[config.mk]
export PLATFORM = sky130hd
export DESIGN_NAME = tile_fifo
export DESIGN_NICKNAME = d
export VERILOG_FILES = /design/src/rtl/tile_fifo_pkg.sv /design/src/rtl/tile_fifo_mem.sv /design/src/rtl/tile_fifo.sv
export SDC_FILE = /design/constraint.sdc
export NUM_CORES = 1
export LEC_CHECK = 0
export CORE_ASPECT_RATIO = 1.4
export CORE_MARGIN = 5
export CORE_UTILIZATION = 47
export CTS_CLUSTER_SIZE = 40
export DETAILED_ROUTE_END_ITERATION = 16
export PLACE_DENSITY = 0.76
export SLEW_MARGIN = 20
export SYNTH_ARGS = -nofsm -noshare
export SYNTH_HDL_FRONTEND = slang
export SYNTH_HIERARCHICAL = 1
export SYNTH_SLANG_ARGS = --single-unit
export TNS_END_PERCENT = 5
[constraint.sdc]
create_clock -name clk -period 4.25 [get_ports clk]
set_input_delay 0.85 -clock clk [delete_from_list [all_inputs] [get_ports clk]]
set_output_delay 0.85 -clock clk [all_outputs]
set_load 0.03 [all_outputs]
[src/rtl/tile_fifo_pkg.sv]
// Shared definitions for the tile FIFO: default element width, element type and
// the modulo-DEPTH pointer increment used by both FIFO pointers.
package tile_fifo_pkg;

  localparam int unsigned DATA_W_DEF = 8;

  typedef logic [DATA_W_DEF-1:0] elem_t;

  // Increment with wrap at depth; depth need not be a power of two.
  function automatic int unsigned ptr_inc(input int unsigned ptr, input int unsigned depth);
    return (ptr + 1 >= depth) ? 0 : ptr + 1;
  endfunction

endpackage

[src/rtl/tile_fifo_mem.sv]
// DEPTH x SIZE x SIZE tile storage with one write port and a registered read port.
// Storage is not reset; only the read register is cleared.
module tile_fifo_mem
  import tile_fifo_pkg::*;
#(
  parameter int unsigned SIZE   = 2,
  parameter int unsigned DEPTH  = 3,
  parameter int unsigned DATA_W = DATA_W_DEF,
  parameter int unsigned PTR_W  = 2
) (
  input  logic              clk,
  input  logic              rst,
  input  logic              we,
  input  logic [PTR_W-1:0]  waddr,
  input  logic [DATA_W-1:0] wdata [SIZE][SIZE],
  input  logic              re,
  input  logic [PTR_W-1:0]  raddr,
  output logic [DATA_W-1:0] rdata [SIZE][SIZE]
);

  logic [DATA_W-1:0] mem_q   [DEPTH][SIZE][SIZE];
  logic [DATA_W-1:0] rdata_q [SIZE][SIZE];

  always_ff @(posedge clk) begin
    if (we) begin
      mem_q[waddr] <= wdata;
    end
  end

  always_ff @(posedge clk or posedge rst) begin
    if (rst) begin
      for (int r = 0; r < SIZE; r++) begin
        for (int c = 0; c < SIZE; c++) begin
          rdata_q[r][c] <= '0;
        end
      end
    end else if (re) begin
      rdata_q <= mem_q[raddr];
    end
  end

  assign rdata = rdata_q;

endmodule

[src/rtl/tile_fifo.sv]
// Synchronous FIFO of SIZE x SIZE tiles with push/pop handshake, occupancy count
// and a registered output tile holding the most recently popped entry.
module tile_fifo
  import tile_fifo_pkg::*;
#(
  parameter int unsigned SIZE   = 2,
  parameter int unsigned DEPTH  = 3,
  parameter int unsigned DATA_W = DATA_W_DEF
) (
  input  logic                       clk,
  input  logic                       rst,
  input  logic                       push,
  input  logic                       pop,
  output logic                       push_rdy,
  output logic                       pop_rdy,
  output logic [$clog2(DEPTH+1)-1:0] count,
  input  logic [DATA_W-1:0]          din  [SIZE][SIZE],
  output logic [DATA_W-1:0]          dout [SIZE][SIZE]
);

  localparam int unsigned CNT_W = $clog2(DEPTH + 1);
  localparam int unsigned PTR_W = (DEPTH > 1) ? $clog2(DEPTH) : 1;

  logic [CNT_W-1:0] count_q, count_d;
  logic [PTR_W-1:0] wr_ptr_q, wr_ptr_d;
  logic [PTR_W-1:0] rd_ptr_q, rd_ptr_d;
  logic             push_eff, pop_eff;

  assign push_rdy = (count_q != CNT_W'(DEPTH));
  assign pop_rdy  = (count_q != '0);
  assign push_eff = push & push_rdy;
  assign pop_eff  = pop & pop_rdy;
  assign count    = count_q;

  always_comb begin
    count_d  = count_q;
    wr_ptr_d = wr_ptr_q;
    rd_ptr_d = rd_ptr_q;
    if (push_eff) begin
      wr_ptr_d = PTR_W'(ptr_inc(32'(wr_ptr_q), DEPTH));
    end
    if (pop_eff) begin
      rd_ptr_d = PTR_W'(ptr_inc(32'(rd_ptr_q), DEPTH));
    end
    if (push_eff && !pop_eff) begin
      count_d = count_q + CNT_W'(1);
    end else if (pop_eff && !push_eff) begin
      count_d = count_q - CNT_W'(1);
    end
  end

  always_ff @(posedge clk or posedge rst) begin
    if (rst) begin
      count_q  <= '0;
      wr_ptr_q <= '0;
      rd_ptr_q <= '0;
    end else begin
      count_q  <= count_d;
      wr_ptr_q <= wr_ptr_d;
      rd_ptr_q <= rd_ptr_d;
    end
  end

  // Read reads pre-edge storage, so a pop at count=1 never sees a same-cycle push.
  tile_fifo_mem #(
    .SIZE   (SIZE),
    .DEPTH  (DEPTH),
    .DATA_W (DATA_W),
    .PTR_W  (PTR_W)
  ) u_mem (
    .clk   (clk),
    .rst   (rst),
    .we    (push_eff),
    .waddr (wr_ptr_q),
    .wdata (din),
    .re    (pop_eff),
    .raddr (rd_ptr_q),
    .rdata (dout)
  );

endmodule

======== After elaboration in Yosys (flattened, before gate mapping) ========
Memory sizes are Yosys's and may differ from the RTL's. A register that Yosys moved wholly into a read port is not among the register bits.
Index checks and enable logic that the tools add are counted.
storage, ports and cells
  bits in read-only memories .............. 0
  bits in registers ....................... 6
  bits in latches ......................... 0
  RAM bits ................................ 96
  memories kept ........................... 1
  bits of input ports ..................... 36
  output and inout port bits .............. 36
  word-level logic and storage cells ...... 25
memory list
  memory       words  width  read ports  clocked after memory_dff  wr ports  line                 source
  u_mem.mem_q  3      32     1           1                         1         tile_fifo_mem.sv:21  logic [DATA_W-1:0] mem_q [DEPTH][SIZE][SIZE];
cells by class
  muxes and demuxes ....................... 6
  equality and inequality tests ........... 1
  add/sub/neg operators ................... 4
  shifts and indexed selects .............. 0
  reduce and logical (&&, ||, !) cells .... 6
  bitwise operators ....................... 2
  div/mod/pow operators ................... 0
  magnitude comparators ................... 2
  $mul .................................... 0
operator list
  operator                                                               number
  2-bit two-way mux                                                      4
  2-bit by 1-bit adder with 3-bit output, second input constant          2
  3-bit by 2-bit >= comparator with 1-bit output, second input constant  2
  2-bit nonzero test                                                     2
  2-bit by 1-bit adder with 2-bit output, second input constant          1
  1-bit bitwise AND                                                      2
  1-bit logical AND                                                      2
  1-bit zero test                                                        2
  1-bit two-way mux                                                      2
  2-bit != test, second input constant                                   1
  2-bit by 1-bit subtractor with 2-bit output, second input constant     1

======== Logic depth before layout (Yosys ltp) ========
  word-level depth ........................ 6
  depth in mapped cells ................... 7
  gate-level depth less buffers ........... 7

======== Hierarchy ========
Netlist, hierarchy kept.
modules (own cells, without submodules)
  module         area each (um^2)  times used  cells an instance  sequential area each (um^2)
  tile_fifo_mem  4842.1            1           246                3683.5
  tile_fifo      296.5             1           27                 150.1

======== Worst setup path before layout ========
OpenSTA, ideal clock, no wires.
  path type ............................... input-to-reg
  start ................................... input port push
  end ..................................... memory u_mem/mem_q[0][0] in the netlist's numbering (enable)
  arrival ................................. 3.393 ns
  library setup time ...................... 0.468 ns
  slack ................................... 0.389 ns
  path buffers ............................ 0
  cell stages on the path ................. 3
  required time ........................... 3.782 ns
  cell sequence ........................... nand2_2 -> inv_1 -> nor3b_1
between the ends
  longest elaborated chain between the ends .. 3
ends and longest elaborated chain
  item                                     line                 source
  start: declaration                       tile_fifo.sv:12      input logic push,
  1-bit bitwise AND                        tile_fifo.sv:31      assign push_eff = push & push_rdy;
  net push_eff                             tile_fifo.sv:27      logic push_eff, pop_eff;
  1-bit two-way mux                        tile_fifo_mem.sv:25  if (we) begin
  1-bit two-way mux (not written as such)  tile_fifo_mem.sv:26  mem_q[waddr] <= wdata;
  end: declaration                         tile_fifo_mem.sv:21
The timed path passes the listed nets, and every way through them passes these cells.

======== Worst setup path in the final report ========
  start ................................... register count_q[0], in the netlist count[0]
  end ..................................... output port pop_rdy
between the ends
  longest elaborated chain between the ends .. 1
ends and longest elaborated chain
  item                      line             source
  start: declaration        tile_fifo.sv:24  logic [CNT_W-1:0] count_q, count_d;
  start signal: assignment  tile_fifo.sv:58  count_q <= count_d;
  2-bit nonzero test        tile_fifo.sv:30  assign pop_rdy = (count_q != '0);
  end: declaration          tile_fifo.sv:15  output logic pop_rdy,
No other way between the ends.

==> summary.txt <==
Status
  – Status: complete, no violations

Timing
  – # setup viols final: 0
  – Headroom to the max-slew limit: 42.9%
  – Final Cycle Share: approximately three fifths
  – Post-layout min period: 2.60 ns
  – Setup TNS: 0 ns
  – Worst-margin pin slew: around 0.86 ns
  – Clock Skew: ~0.006 ns
  – Final Max Tran Viols: 0
  – FMAX: between 300 and 400 MHz
  – Worst hold slack: approximately 0.47 ns
  – RSZ-0062 raised after global routing: no
  – Endpoints failing hold: 0

Clock network
  – Sink Count: ~130
  – TritonCTS clock tree: built
  – Post-CTS Setup Inserts: 0
  – Worst skew pair latency: roughly 0.4 ns
  – # hold bufs at CTS: 0
  – Post-CTS sizing: 0
  – H-tree depth: 4
  – Reg clk slew, reported paths: about 0.050 ns
  – CTS max path bufs: 2
  – CTS Buf Count: 17
  – Root Buffer: clkbuf_16

Global route
  – First-pass GRT wire length: 15.4 mm
  – Initial antenna violation count: 0
  – GR Util All Layers: 15.8%
  – GR Overflow Total: 0
  – Vias in the first global route: approximately 3k
  – Largest net degree at the start of global routing: 33

Setup path
  – CP Max Fanout: 6
  – Worst Setup End Kind: output pin
  – Crit start category: register
  – Worst path required time: 3.40 ns
  – Arrival time at the worst endpoint: between 1.5 and 2 ns
  – Critical path type: register to output pin
  – R2r worst-path depth: 5

Place
  – Port bufs: 71
  – HPWL Detailed: just over 6 mm
  – Gpl congestion: roughly 0.75

Die
  – Core outline area: about 11000 µm²
  – Rows: 45
  – Die Height: about 130 µm
  – Die area: 13200 µm²
  – Die width: around 100 µm
  – IO Count: 72
  – Initial Util: 47.8%

Routing
  – Detailed-route via count: ~2.7k
  – Iteration count of the initial detailed-routing pass: 4
  – Via/cell ratio: 5.28
  – Wire length per cell: a little under 20 µm
  – Drc violations: 0
  – Final WL: 9.86 mm
  – ANT nets after route: 0
  – DR iter-0 viols: about 180

Layout
  – Share of layout cells above drive strength 1: between 20% and 30%
  – Diodes inserted: 0
  – Layout area overhead: 27.7%
  – Nets: 390

Power
  – Clk pwr share: ~28%
  – Combinational share of power: about 33%
  – P_int: 3.49 mW
  – Share of power burned in registers: about 40%
  – Maximum VDD drop: ~380 µV
  – Power Density: approximately 770 nW/µm²
  – NetSw: 1.55 mW
  – Sw Ratio: ~31%
  – Pleak: around 2.5 nW

Worst hold path
  – Hold Crit Depth: 1
  – Worst Hold Class: register to register

Synth
  – Synth Net Count: between 300 and 400
  – Mapped Cells: approximately 270
  – Flops & latches, synth: between 100 and 150
  – Synth Cell Area: roughly 5100 µm²
  – Distinct cells, synth: 27
  – Avg Inst Size Synth: about 19 µm²
  – Ys Warns: 6
  – Sequential cell area fraction in the yosys report: between 70% and 80%

Job
  – Maxcap violations: 0
==> routing by layer <==
layer  global-route usage [%]  share of wire, %  up-vias
met1                     16.3                37     1349
met2                     28.0                55       88
met3                     5.19               4.5       22
met5                        0                 0        -
li1                         -                 -     1217
met4                     8.35               2.9        0
==> synthesized netlist by cell type <==
cell type | n | area, µm²
a21o_1 | 1 | 7.51
and3b_1 | 2 | 17.5
a211o_1 | 1 | 8.76
nor2b_1 | 14 | 87.6
or2_2 | 1 | 6.26
mux2_4 | 32 | 480
nor3_1 | 1 | 5.00
nand2_2 | 2 | 12.5
o21ai_2 | 1 | 8.76
clkbuf_1 | 5 | 18.8
ha_1 | 1 | 12.5
and3_1 | 1 | 6.26
o21ai_1 | 1 | 5.00
a221o_1 | 31 | 310
nand2_1 | 2 | 7.51
and2b_1 | 20 | 150
buf_6 | 4 | 45.0
edfxtp_1 | 96 | 2880
nor2_1 | 2 | 7.51
xor2_1 | 2 | 17.5
xnor2_1 | 1 | 8.76
and2_0 | 1 | 6.26
mux2_2 | 2 | 22.5
dfrtp_1 | 38 | 951
buf_2 | 6 | 30.0
inv_1 | 4 | 15.0
nor3b_1 | 1 | 7.51
==> per-stage QoR <==
step	utilization, %	total power, mW	std cells	cell area, µm²	setup WS (ns)
floorplan	-	3.10	273	5140	0.389
global placement	55.7	3.63	475	5990	1.34
detailed placement	55.7	3.68	475	5990	1.27
CTS	61.0	5.09	507	6560	1.62
global route	61.0	5.27	507	6560	1.57
finish	61.0	5.04	507	6560	1.65
==> state kept, by name, indices dropped and copies added (netlist names) <==
name	count
count	2
wr_ptr_q	2
u_mem/rdata	32
rd_ptr_q	2
u_mem/mem_q	96
==> area by class of cell <==
class	count	area [µm²]
Sequential cell	134	3830
Fill cell	770	4190
Clock buffer	22	474
Multi-Input combinational cell	120	1210
Timing Repair Buffer	76	748
Inverter	4	15.0
Clock inverter	10	103
Tap cell	141	176
==> cells by family (layout without fill, tap and decap cells) <==
group / count (synthesis) / count (layout) / synth area share (%)
multiplexers: 34 / 34 / 9.79
buffers and inverters: 19 / 112 / 2.12
AND/OR/NAND/NOR: 47 / 47 / 6.11
XOR/XNOR: 3 / 3 / 0.511
AO/OA/AOI/OAI: 35 / 35 / 6.62
adder cells (fa/ha/maj): 1 / 1 / 0.243
flip-flops: 134 / 134 / 74.6
==> worst max-delay path, cell delays in order (launching register included) <==
cell             delay (ns)
dfrtp_1                0.46
or2_2                  0.30
clkdlybuf4s50_1        0.59
==> power by group through the flow <==
| stage | registers [mW] | logic [mW] | clock network [mW] |
|---|---|---|---|
| 2_1_floorplan | 2.25 | 0.844 | 0 |
| 5_1_grt | 2.04 | 1.74 | 1.49 |
| 6_report | 2.00 | 1.65 | 1.40 |
| 3_3_place_gp | 2.01 | 1.61 | 0 |
| 4_1_cts | 2.01 | 1.66 | 1.42 |
| 3_5_place_dp | 2.02 | 1.66 | 0 |
==> cell usage in the layout, fill, tap and decap left out, drive strengths merged, types with 2 or more instances in the layout <==
cell type	n
clkinv	7
inv	4
xor2	2
o21ai	2
and3b	2
clkdlybuf4s50	71
buf	5
dfrtp	38
nor2b	14
nand2	4
bufinv	2
clkbuf	22
edfxtp	96
nor2	2
and2b	20
a221o	31
mux2	34
==> final timing paths <==
kind	start	end	slack [ns]
worst max-delay path	count[0]	pop_rdy	1.65
worst min-delay path	u_mem/mem_q[2][4]	u_mem/rdata[4]	0.47
worst max register to register	count[0]	u_mem/mem_q[0][4]	2.07
worst min register to register	u_mem/mem_q[2][4]	u_mem/rdata[4]	0.47
max in group asynchronous	rst	u_mem/rdata[17]	2.55
min in group asynchronous	rst	wr_ptr_q[0]	0.78
Power figures use the tool's default switching activity.
